--- src/rtl/mem_arb_pkg.sv ---
// Shared types and widths for the two-port data-memory arbiter.
package mem_arb_pkg;

  localparam int unsigned STARVE_W = 4;
  localparam int unsigned LAT_W    = 3;

  typedef enum logic [1:0] {
    IDLE   = 2'd0,
    ISSUE  = 2'd1,
    RDWAIT = 2'd2
  } arb_state_t;

  typedef logic port_id_t;

endpackage

--- src/rtl/mem_arb_prio.sv ---
// Fixed-priority grant (port 0 first) with a starvation guard for port 1.
module mem_arb_prio
  import mem_arb_pkg::*;
#(
  parameter int unsigned STARVE_MAX = 4
) (
  input  logic clk,
  input  logic rst_n,
  input  logic p0_req,
  input  logic p1_req,
  input  logic idle,
  input  logic handshake,
  output logic grant0,
  output logic grant1
);

  logic [STARVE_W-1:0] starve_cnt;
  logic                starved;

  assign starved = (starve_cnt == STARVE_W'(STARVE_MAX));

  // Port 1 wins only when port 0 is absent or port 1 has waited long enough.
  always_comb begin
    grant1 = idle && p1_req && (!p0_req || starved);
    grant0 = idle && p0_req && !grant1;
  end

  // Count consecutive port-0 wins taken while port 1 was waiting.
  always_ff @(posedge clk or negedge rst_n) begin
    if (!rst_n) begin
      starve_cnt <= '0;
    end else if (idle) begin
      if (!p1_req || (handshake && grant1)) begin
        starve_cnt <= '0;
      end else if (handshake && grant0 && !starved) begin
        starve_cnt <= starve_cnt + STARVE_W'(1);
      end
    end
  end

endmodule

--- src/rtl/mem_arbiter.sv ---
// Two-requester arbiter and sequencer for the single-port data memory.
module mem_arbiter
  import mem_arb_pkg::*;
#(
  parameter int unsigned DATA_W     = 32,
  parameter int unsigned ADDR_W     = 32,
  parameter int unsigned RD_LAT     = 1,
  parameter int unsigned STARVE_MAX = 4
) (
  input  logic              clk,
  input  logic              rst_n,
  input  logic              p0_req,
  input  logic              p0_we,
  input  logic [ADDR_W-1:0] p0_addr,
  input  logic [DATA_W-1:0] p0_wdata,
  output logic              p0_ready,
  output logic              p0_rvalid,
  output logic [DATA_W-1:0] p0_rdata,
  input  logic              p1_req,
  input  logic              p1_we,
  input  logic [ADDR_W-1:0] p1_addr,
  input  logic [DATA_W-1:0] p1_wdata,
  output logic              p1_ready,
  output logic              p1_rvalid,
  output logic [DATA_W-1:0] p1_rdata,
  output logic              mem_sel,
  output logic              mem_we,
  output logic [ADDR_W-1:0] mem_addr,
  output logic [DATA_W-1:0] mem_wdata,
  input  logic [DATA_W-1:0] mem_rdata
);

  arb_state_t       state, state_d;
  logic [LAT_W-1:0] lat_cnt, lat_d;
  port_id_t         owner_q;
  logic             idle, grant0, grant1;
  logic             hs0, hs1, handshake, rd_done;

  // Readiness is suppressed while reset is held so no grant leaks out.
  assign idle      = rst_n && (state == IDLE);
  assign p0_ready  = grant0;
  assign p1_ready  = grant1;
  assign hs0       = p0_req && grant0;
  assign hs1       = p1_req && grant1;
  assign handshake = hs0 || hs1;
  assign rd_done   = (state == RDWAIT) && (lat_cnt == LAT_W'(1));

  mem_arb_prio #(
    .STARVE_MAX (STARVE_MAX)
  ) u_prio (
    .clk       (clk),
    .rst_n     (rst_n),
    .p0_req    (p0_req),
    .p1_req    (p1_req),
    .idle      (idle),
    .handshake (handshake),
    .grant0    (grant0),
    .grant1    (grant1)
  );

  // State and read-latency counter registers.
  always_ff @(posedge clk or negedge rst_n) begin
    if (!rst_n) begin
      state   <= IDLE;
      lat_cnt <= '0;
    end else begin
      state   <= state_d;
      lat_cnt <= lat_d;
    end
  end

  // Next state: one ISSUE cycle per access, then RD_LAT wait cycles for reads.
  always_comb begin
    state_d = state;
    lat_d   = lat_cnt;
    case (state)
      IDLE: begin
        if (handshake) state_d = ISSUE;
      end
      ISSUE: begin
        if (mem_we) begin
          state_d = IDLE;
        end else begin
          state_d = RDWAIT;
          lat_d   = LAT_W'(RD_LAT);
        end
      end
      RDWAIT: begin
        if (lat_cnt == LAT_W'(1)) begin
          state_d = IDLE;
          lat_d   = '0;
        end else begin
          lat_d = lat_cnt - LAT_W'(1);
        end
      end
      default: begin
        state_d = IDLE;
        lat_d   = '0;
      end
    endcase
  end

  // Memory drive is loaded on the handshake edge so it is valid during ISSUE;
  // read data is steered back to whichever port owns the access.
  always_ff @(posedge clk or negedge rst_n) begin
    if (!rst_n) begin
      mem_sel   <= 1'b0;
      mem_we    <= 1'b0;
      mem_addr  <= '0;
      mem_wdata <= '0;
      owner_q   <= 1'b0;
      p0_rvalid <= 1'b0;
      p1_rvalid <= 1'b0;
      p0_rdata  <= '0;
      p1_rdata  <= '0;
    end else begin
      mem_sel   <= handshake;
      mem_we    <= 1'b0;
      p0_rvalid <= rd_done && (owner_q == 1'b0);
      p1_rvalid <= rd_done && (owner_q == 1'b1);
      if (handshake) begin
        mem_we    <= hs1 ? p1_we    : p0_we;
        mem_addr  <= hs1 ? p1_addr  : p0_addr;
        mem_wdata <= hs1 ? p1_wdata : p0_wdata;
        owner_q   <= port_id_t'(hs1);
      end
      if (rd_done && (owner_q == 1'b0)) p0_rdata <= mem_rdata;
      if (rd_done && (owner_q == 1'b1)) p1_rdata <= mem_rdata;
    end
  end

endmodule

--- config.mk ---
export PLATFORM = sky130hd
export DESIGN_NAME = mem_arbiter
export DESIGN_NICKNAME = d
export VERILOG_FILES = /design/src/rtl/mem_arb_pkg.sv /design/src/rtl/mem_arb_prio.sv /design/src/rtl/mem_arbiter.sv
export SDC_FILE = /design/constraint.sdc
export NUM_CORES = 1
export LEC_CHECK = 0
export CAP_MARGIN = 20
export CORE_MARGIN = 2
export CORE_UTILIZATION = 44
export CTS_BUF_LIST = sky130_fd_sc_hd__clkbuf_4
export DETAILED_ROUTE_END_ITERATION = 10
export GPL_TIMING_DRIVEN = 0
export PLACE_DENSITY_LB_ADDON = 0.12
export SLEW_MARGIN = 25
export SYNTH_ARGS = -nofsm -noshare
export SYNTH_HDL_FRONTEND = slang
export SYNTH_SLANG_ARGS = --single-unit
--- constraint.sdc ---
create_clock -name clk -period 3.8 [get_ports clk]
set_clock_uncertainty 0.2 [all_clocks]
set_input_delay 0.57 -clock clk [delete_from_list [all_inputs] [get_ports clk]]
set_output_delay 0.57 -clock clk [all_outputs]
set_load 0.01 [all_outputs]
==> impl_results.md, run 1 <==
- Fmax: 273 MHz
- Via-to-Cell Ratio: 5.77
- Mux share of post-synthesis cell area: 0.0957
- Share of cells above drive strength 1: 0.172
- Sequential area share after synthesis: 0.446
- Final hold slack: 289 ps
- Initial drt markers: 407
- Synth unique cells: 40
- Top cells by area, synth: dfrtp_1 (45%), mux2_2 (9.0%), a21boi_0 (6.0%), nand4_1 (5.1%), a221oi_1 (4.8%)
- Comb power frac: 0.534
- Sinks on Clock Net: 142
- CTS tree: yes
- Crit-path max cell delay: 580 ps
- Worst-case clock buffer depth: 2
- Crit-path slowest cell: dlygate4sd3_1
- Vias in the first global route: 7,428
- WP buf/inv: 4
- DRC errors left: 0
- Total Wirelength: 25.4 mm
- Sequence of cells on the critical path: dlygate4sd3_1 > buf_12 > buf_2 > and2_1 > nand2_1 > nor2_1 > clkdlybuf4s50_1
- # port buffers: 298
- RSZ-0062 raised after global routing: no
- Share of synthesized cell area in and, or, nand and nor gates: 0.157
- Sw Share: 0.370
- Total die area: 0.0192 sq mm
- Die height: 139 microns
- Core ar.: 0.0179 sq mm
- Fin. Hold Viols: 0
- Pwr dens: 683 mW/mm^2
- Mean post-synth cell area: 10.8 sq um
- Routed len/inst: 19.6 microns
- Post-route worst setup slack: 135 ps
- Final ANT Viol Nets: 0
- First-pass GRT wire length: 40.2 mm
- Post-Syn Area: 0.00797 sq mm
- Critical-path maximum fanout: 62
- Status: finished clean
- Starting Density: 0.445
- Final count of pins violating max slew: 0
- Synth Area in Adders: 0.0126
- Cell Rows: 49
- Flop pwr share: 0.350
- Cell internal pwr: 4.97 mW
- Clock transition at the registers of the reported paths: 130 ps
- CP endpoint kind: output port
- Area Growth Syn to Fin: 44.8%
- Max_slew headroom: 0.645
- Setup Fix Bufs, Post-CTS: 0
- Leakage power: 4.44 nW
- Place WS: 378 ps
- Post-detail-place hpwl: 18.3 mm
- Routed vias: 7,490
- Synth top area share: 0.446
- Crit path required time: 3030 ps
- Root Buffer: clkbuf_4
- DRT Pass-1 Iters: 5
- P_sw: 2.92 mW
- Post-synth top area cell: dfrtp_1
- Die X: 139 microns
- Design Power: 7.89 mW
- GPL Wtd Cong: 0.856
- Num CTS Buffers: 17
- Crit path kind: input pin to output port
- Yosys warnings: 0
- Clock Power Share: 0.116
- # setup viols final: 0
- Largest net degree at the start of global routing: 90
- HP Class: input pin to async pin
- Number of synthesized register bits: 142
- H-tree levels: 4
- Synth Instances: 736
- Clock latency at the later pin of the worst-skew pair: 540 ps
- Compound-cell area share of the yosys netlist: 0.232
- GRT overflow: 0
- Final period util: 0.965
- Cell family with most CP delay: buffers and inverters
- Worst-margin pin slew: 532 ps
- Worst EP arrival: 2900 ps
- Syn nets: 910
- Levels on crit path: 7
- Initial antenna violation count: 2
- Maximum VDD drop: 0.409 mV
- Largest family of logic cells by synthesized area: compound AO/OA/AOI/OAI gates
- Crit path time final: 3670 ps
- Max-cap violation count: 0
- Crit start category: input pin
- Worst Reg-to-Reg Cells: 8
- Nets: 1,229
- GRT Resource Usage Total: 0.260
- Xor-xnor portion of the synthesized cell area: 0
- I/O pin cnt: 300
- Final Util: 0.645
sequential cells by signal (all words and copies together), names as in the netlist, 2 cells and up:
register / count
state: 2
u_prio.starve_cnt: 4
mem_addr: 32
lat_cnt: 3
p0_rdata: 32
mem_wdata: 32
p1_rdata: 32
power by group through the flow:
| stage | clock network [mW] | registers [mW] | logic [mW] |
|---|---|---|---|
| after detailed placement | 0 | 2.78 | 4.22 |
| after floorplan | 0 | 3.05 | 1.76 |
| after global placement | 0 | 2.77 | 4.16 |
| after CTS | 0.945 | 2.75 | 4.24 |
| final | 0.917 | 2.76 | 4.21 |
| after global routing | 1.01 | 2.86 | 4.52 |
path summary, 6_finish.rpt:
path	endpoint	startpoint	slack [ps]
setup / recovery	p1_ready	rst_n	130
hold / removal	mem_addr[18]$_DFFE_PN0P_	rst_n	290
setup reg to reg	mem_addr[0]$_DFFE_PN0P_	state[0]$_DFFE_PN0P_	1590
hold reg to reg	lat_cnt[1]$_DFFE_PN0P_	lat_cnt[1]$_DFFE_PN0P_	300
max in group asynchronous	p0_rdata[24]$_DFFE_PN0P_	rst_n	2340
min in group clk	lat_cnt[1]$_DFFE_PN0P_	lat_cnt[1]$_DFFE_PN0P_	300
area by class of cell:
class,count,area (sq um)
multi-input cells,505,3960
repair buffers,300,3030
clock buffers,18,135
plain buffers,78,415
well taps,229,287
clock inverters,14,119
fillers,1524,6350
diodes,1,2.50
flip-flops and latches,142,3550
inverters,11,41.3
worst reg2reg max path, delay by kind of cell (launching register included):
kind                     cells  cell delay, ps
AO/OA/AOI/OAI                2             460
AND/OR/NAND/NOR              1             230
buffers and inverters        4             630
adder cells (fa/ha/maj)      1             190
flip-flops                   1             380
synthesized netlist by cell type (all sizes together):
master     n
nand3      3
o31ai      3
o2111ai    1
nor3b      1
and3       3
nand2b     4
dfrtp    142
clkbuf    33
mux2i      2
a21o       1
nand4b     1
buf       45
nand2     74
nand3b     1
nor2       2
o21ai      5
a31oi      1
o21a       1
o211ai    65
and2b     13
inv       11
o22ai      1
a21boi    64
mux2      66
nand4     65
a22o       1
and3b      1
a221oi    64
nor2b     51
and2       2
a22oi      1
ha         8
through the flow:
step                      setup TNS (ps)  instances  cell area [sq um]
final                                  0       1298              11500
after detailed placement               0       1264              11300
after global routing                   0       1298              11500
after global placement           -910880       1263              11200
after CTS                              0       1297              11500
after floorplan                        0        736               7970
routing by layer:
metal / share of wire / global-route usage / vias up
met5: 0.00051 / 0 / -
met4: 0.026 / 0.0888 / 2
met3: 0.076 / 0.0715 / 49
met2: 0.48 / 0.418 / 331
met1: 0.42 / 0.340 / 3669
li1: - / - / 3439
logic make-up (layout without fill, tap and decap cells):
| family | count (synthesis) | after routing |
|---|---|---|
| buffers and inverters | 89 | 421 |
| AOI/OAI and AO/OA | 208 | 208 |
| and+or+nand+nor | 221 | 221 |
| DFF | 142 | 142 |
| muxes | 68 | 68 |
| other | 0 | 1 |
| adders and majority gates | 8 | 8 |
cell usage in the layout (no fill, tap or decap), drive strengths merged, types with 2 or more instances in the layout:
cell type and count:
mux2 66, nor2 2, clkinv 8, nand2 74, and3 3, clkdlybuf4s50 297, o31ai 3, nand3 3
mux2i 2, a221oi 64, and2b 13, nor2b 51, nand2b 4, clkbuf 51, and2 2, o21ai 5
o211ai 65, clkinvlp 3, inv 13, dfrtp 142, nand4 65, a21boi 64, buf 47, ha 8
what timing repair did:
| action | in CTS | in global routing |
|---|---|---|
| hold endpoints to repair | 53 | 0 |
| hold buffers | 1 | 0 |
| setup endpoints to repair | 0 | 1 |
| resized for setup | 0 | 1 |
Note: power is estimated with default switching activity, not from simulation.
==> run 2, diff against run 1 <==
Settings changed: CTS_CLUSTER_SIZE set to 20, MAX_ROUTING_LAYER set to met4.
==> run 2 against run 1 <==
  * Total power about the same
  * Sequential cell count stayed put
  * Hold slack improved by 6.1 ps
  * Utilization about the same
  * Via count fell by 0.76%
  * Sequential share of layout area about the same
  * Setup slack improved by 22 ps
  * Critical path depth did not move
  * Largest power group unchanged
==> impl_results.md, run 2 (synthesis gave the netlist of run 1 again) <==
- Worst R2R Setup Slack: 1580 ps (about the same)
- Core ar.: 0.0179 sq mm (unchanged)
- Fill cells: 1,526 (+0.13%)
- Starting Density: 0.445 (unchanged)
- DP Area: 0.0113 sq mm (unchanged)
- Via-to-Cell Ratio: 5.72 (-0.84%)
- Worst Reg-to-Reg Cells: 8 (unchanged)
- Fin. Hold Viols: 0 (unchanged)
- GRT Resource Usage Total: 0.268 (+0.00814)
- First-pass GRT wire length: 40.2 mm (about the same)
- CTS tree: yes
- Sequence of cells on the critical path: dlygate4sd3_1 > buf_12 > buf_2 > and2_1 > nand2_1 > nor2_1 > clkdlybuf4s50_1
- Worst EP arrival: 2870 ps (-30 ps)
- Worst-margin pin slew: 552 ps (+20.2 ps)
- Leading cell types in the layout, fill and taps excluded: clkdlybuf4s50_1 (297), dfrtp_1 (142), nand2_1 (74)
- GRT overflow: 0 (unchanged)
- Max-cap violation count: 0 (unchanged)
- CP endpoint kind: output port
- Die height: 139 microns (unchanged)
- Cell Rows: 49 (unchanged)
- Total Wirelength: 25.4 mm (about the same)
- Post-detail-place hpwl: 18.3 mm (unchanged)
- Routed vias: 7,433 (-0.76%)
- Leakage power: 4.44 nW (about the same)
- Initial antenna violation count: 2 (unchanged)
- Post-route worst setup slack: 157 ps (+22.3 ps)
- Crit-path slowest cell: dlygate4sd3_1
- Clock latency at the later pin of the worst-skew pair: 530 ps (about the same)
- Initial drt markers: 426 (+4.7%)
- Root Buffer: clkbuf_4
- Crit path required time: 3030 ps (about the same)
- I/O pin cnt: 300 (unchanged)
- Area Growth Syn to Fin: 44.8% (about the same)
- WP buf/inv: 4 (unchanged)
- Crit start category: input pin
- Final count of pins violating max slew: 0 (unchanged)
- # port buffers: 298 (unchanged)
- HP Class: input pin to async pin
- Crit path time final: 3640 ps (-22.3 ps)
- Nets: 1,229 (unchanged)
- # setup viols final: 0 (unchanged)
- RSZ-0062 raised after global routing: no
- Pwr dens: 683 mW/mm^2 (about the same)
- H-tree levels: 4 (unchanged)
- GPL Wtd Cong: 0.871 (+1.7%)
- Routed len/inst: 19.5 microns (-0.12%)
- Place WS: 378 ps (unchanged)
- Final period util: 0.959 (-0.00586)
- Commonest non-fill, non-tap cell in the layout: clkdlybuf4s50_1
- Vias in the first global route: 7,423 (-0.067%)
- Num CTS Buffers: 17 (unchanged)
- Max_slew headroom: 0.632 (-0.0135)
- Worst-case clock buffer depth: 2 (unchanged)
- DRC errors left: 0 (unchanged)
- Crit-path max cell delay: 580 ps (about the same)
- R2R Path End: mem_addr[0]$_DFFE_PN0P_
- Worst r2r src: state[0]$_DFFE_PN0P_
- DRT Pass-1 Iters: 5 (unchanged)
- Share of cells above drive strength 1: 0.172 (unchanged)
- Largest net degree at the start of global routing: 90 (unchanged)
- Critical-path maximum fanout: 62 (unchanged)
- Fmax: 274 MHz (+0.61%)
- Design Power: 7.89 mW (about the same)
- Total die area: 0.0192 sq mm (unchanged)
- Final Util: 0.645 (about the same)
- Maximum VDD drop: 0.409 mV (-0.22%)
- Status: finished clean
- Clock transition at the registers of the reported paths: 130 ps (about the same)
- Final ANT Viol Nets: 0 (unchanged)
- Cell family with most CP delay: buffers and inverters
- Sinks on Clock Net: 142 (unchanged)
- Die X: 139 microns (unchanged)
- Design Area, Final: 0.0115 sq mm (about the same)
- Crit path kind: input pin to output port
-- run 2: cell types whose count changed in the layout (fill, tap and decap cells not counted) --
cell	change
diode_2	+1
-- run 2: how the worst max path moves through the flow --
| stage | startpoint | end | slack [ps] | depth (start not counted) |
|---|---|---|---|---|
| after CTS | rst_n | p1_ready | 30 | 7 |
| after floorplan | u_prio.starve_cnt[0]$_DFFE_PN0P_ | p1_ready | 1570 | 8 |
| final | rst_n | p1_ready | 160 | 7 |
| after detailed placement | p1_req | p1_ready | 380 | 5 |
| after global routing | state[0]$_DFFE_PN0P_ | p1_ready | 3 | 8 |
| after global placement | rst_n | p1_ready | -5030 | 6 |
-- run 2: routing by layer --
metal | vias up | share of wire | track usage
li1 | 3443 | - | -
met1 | 3651 | 0.43 | 0.346
met2 | 302 | 0.48 | 0.417
met3 | 37 | 0.067 | 0.0649
met4 | 0 | 0.022 | 0.0904
met5 | - | 0 | -
-- run 2: worst reg2reg max path, stage by stage, from the launching register on --
cell,delay [ps]
dfrtp_1,380
inv_1,80
ha_1,190
buf_2,200
and3_1,230
buf_6,150
buf_2,200
a221oi_1,310
o211ai_1,150
-- run 2: power by group --
group / internal, mW / switching (mW)
combinational: 2.39 / 1.83
clock: 0.330 / 0.586
sequential: 2.25 / 0.508
total: 4.97 / 2.92
-- run 2: per-stage QoR --
stage                     std cells  hold slack, ps  setup TNS [ps]
after global placement         1263             262         -910880
after CTS                      1297             297               0
final                          1299             295               0
after global routing           1299             290               0
after floorplan                 736            74.4               0
after detailed placement       1264             269               0
-- run 2: cell type report --
cell class | instances | area, sq um | area share
Inverter | 11 | 41.3 | 0.00357
Sequential cell | 142 | 3550 | 0.308
Timing Repair Buffer | 300 | 3030 | 0.262
Multi-Input combinational cell | 505 | 3960 | 0.343
Clock inverter | 14 | 119 | 0.0103
Clock buffer | 18 | 135 | 0.0117
Tap cell | 229 | 287 | 0.0248
Antenna cell | 2 | 5.00 | 0.000433
Buffer | 78 | 415 | 0.0360
-- run 2: what timing repair did --
action / CTS / global route
setup endpoints to repair: 0 / 1
gates resized for setup: 0 / 1
setup buffers: 0 / 0
hold buffers: 1 / 0
hold endpoints to repair: 53 / 0
==> run 3, diff against run 2 <==
Settings changed: CTS_CLUSTER_DIAMETER set to 30, SETUP_SLACK_MARGIN set to 0.02.
==> run 3 against run 2 <==
  * Via count grew 0.40%
  * Largest cell class unchanged
  * Critical endpoint unchanged
  * Sequential share of layout area is essentially flat
  * Hold slack is essentially flat
==> impl_results.md, run 3 (synthesis gave the netlist of run 1 again) <==
- Worst r2r src: state[0]$_DFFE_PN0P_
- HP Class: flip-flop to flip-flop
- GRT overflow: 0 (unchanged)
- Via-to-Cell Ratio: 5.75 (+0.40%)
- Crit path kind: input pin to output port
- Total Wirelength: 25.4 mm (about the same)
- Initial drt markers: 426 (unchanged)
- Cell Rows: 49 (unchanged)
- Die X: 139 microns (unchanged)
- Hold path endpoint: lat_cnt[1]$_DFFE_PN0P_
- Hold path cells: 2
- Non-Filler Instances: 1,299 (unchanged)
- Post-detail-place hpwl: 18.3 mm (unchanged)
- Largest net degree at the start of global routing: 90 (unchanged)
- Crit-path max cell delay: 570 ps (about the same)
- Max-cap violation count: 0 (unchanged)
- Fmax: 275 MHz (+0.12%)
- Area Growth Syn to Fin: 44.9% (about the same)
- I/O pin cnt: 300 (unchanged)
- Crit path time final: 3640 ps (-4.34 ps)
- Setup TNS: 0 ps (unchanged)
- Leading cell types in the layout, fill and taps excluded: clkdlybuf4s50_1 (297), dfrtp_1 (142), nand2_1 (74)
- Maximum VDD drop: 0.409 mV (about the same)
- Sequence of cells on the critical path: dlygate4sd3_1 > clkbuf_16 > buf_2 > and2_1 > nand2_1 > nor2_1 > clkdlybuf4s50_1
- Sw Share: 0.370 (about the same)
- DRT Pass-1 Iters: 5 (unchanged)
- Design Area, Final: 0.0116 sq mm (about the same)
- Flop pwr share: 0.350 (about the same)
- Cell family with most CP delay: buffers and inverters
- Leakage power: 4.45 nW (about the same)
- Cell internal pwr: 4.97 mW (about the same)
- Final Util: 0.646 (about the same)
- Die height: 139 microns (unchanged)
- Clock latency at the later pin of the worst-skew pair: 530 ps (about the same)
- Final period util: 0.958 (-0.00114)
- Sinks on Clock Net: 142 (unchanged)
- Worst R2R Setup Slack: 1570 ps (about the same)
- Final hold slack: 296 ps (+0.252 ps)
- Share of cells above drive strength 1: 0.172 (unchanged)
- WP buf/inv: 4 (unchanged)
- Routed vias: 7,463 (+0.40%)
- Critical-path maximum fanout: 62 (unchanged)
- Pwr dens: 683 mW/mm^2 (about the same)
- Hold Startpoint: lat_cnt[1]$_DFFE_PN0P_
- Worst Reg-to-Reg Cells: 8 (unchanged)
- R2R Path End: mem_addr[0]$_DFFE_PN0P_
- CTS tree: yes
- Initial antenna violation count: 2 (unchanged)
- DP Area: 0.0113 sq mm (unchanged)
- DRC errors left: 0 (unchanged)
- Nets: 1,229 (unchanged)
- Clock Power Share: 0.116 (about the same)
- Starting Density: 0.445 (unchanged)
- Crit path required time: 3030 ps (about the same)
- Worst-case clock buffer depth: 2 (unchanged)
- Core ar.: 0.0179 sq mm (unchanged)
- Max_slew headroom: 0.632 (about the same)
- Commonest non-fill, non-tap cell in the layout: clkdlybuf4s50_1
- CP endpoint kind: output port
- Routed len/inst: 19.6 microns (about the same)
- Worst-margin pin slew: 552 ps (-0.295 ps)
- Root Buffer: clkbuf_4
- Total die area: 0.0192 sq mm (unchanged)
- H-tree levels: 4 (unchanged)
- Setup Fix Bufs, Post-CTS: 0 (unchanged)
- Final count of pins violating max slew: 0 (unchanged)
- Worst EP arrival: 2870 ps (about the same)
- # setup viols final: 0 (unchanged)
- GRT Resource Usage Total: 0.268 (unchanged)
- Num CTS Buffers: 17 (unchanged)
- Fin. Hold Viols: 0 (unchanged)
- Comb power frac: 0.534 (about the same)
- GPL Wtd Cong: 0.871 (unchanged)
- Crit start category: input pin
- Placed cells: 1,264 (unchanged)
- Crit-path slowest cell: dlygate4sd3_1
- Clock transition at the registers of the reported paths: 130 ps (about the same)
- Vias in the first global route: 7,423 (unchanged)
- P_sw: 2.92 mW (about the same)
- First-pass GRT wire length: 40.2 mm (unchanged)
- Status: finished clean
- # port buffers: 298 (unchanged)
- Final ANT Viol Nets: 0 (unchanged)
- RSZ-0062 raised after global routing: no
[run 3: what timing repair did]
item	4_1_cts	5_1_grt
hold buffers	1	0
endpoints found under the setup margin	0	1
endpoints found under the hold margin	53	0
gates resized for setup	0	3
[run 3: metal layers]
layer	share of wire	track usage	wire (microns)
met2	0.48	0.417	12200
met4	0.022	0.0904	552
met3	0.069	0.0649	1740
met5	0	-	0
met1	0.43	0.346	10900
[run 3: area by class of cell]
cell class	count	area (sq um)
clock buffers	18	135
fillers	1525	6340
inverters	11	41.3
multi-input cells	505	3960
clock inverters	14	119
flip-flops and latches	142	3550
diodes	2	5.00
repair buffers	300	3040
plain buffers	78	418
well taps	229	287
[run 3: metrics by stage]
| step | power, mW | setup WS (ps) |
|---|---|---|
| 2_1_floorplan | 4.81 | 1570 |
| 3_3_place_gp | 6.93 | -5030 |
| 3_5_place_dp | 7.00 | 378 |
| 4_1_cts | 7.94 | 33.0 |
| 5_1_grt | 8.40 | 31.7 |
| 6_report | 7.89 | 161 |
[run 3: how the worst max path moves through the flow]
stage | startpoint | endpoint | slack [ps] | cells after the start
after global routing | state[0]$_DFFE_PN0P_ | p1_ready | 30 | 8
after global placement | rst_n | p1_ready | -5030 | 6
final | rst_n | p1_ready | 160 | 7
after floorplan | u_prio.starve_cnt[0]$_DFFE_PN0P_ | p1_ready | 1570 | 8
after CTS | rst_n | p1_ready | 30 | 7
after detailed placement | p1_req | p1_ready | 380 | 5
[run 3: worst reg2reg max path: stages (launching register included)]
cell and delay, ps:
dfrtp_1 380, inv_1 80, ha_1 190, buf_2 200
and3_1 230, buf_6 150, buf_2 200, a221oi_1 310
o211ai_1 150
[run 3: power by group through the flow]
| stage | clock (mW) | sequential [mW] | combinational [mW] |
|---|---|---|---|
| floorplan | 0 | 3.05 | 1.76 |
| CTS | 0.945 | 2.75 | 4.24 |
| global route | 1.01 | 2.86 | 4.53 |
| detailed placement | 0 | 2.78 | 4.22 |
| finish | 0.916 | 2.76 | 4.22 |
| global placement | 0 | 2.77 | 4.16 |
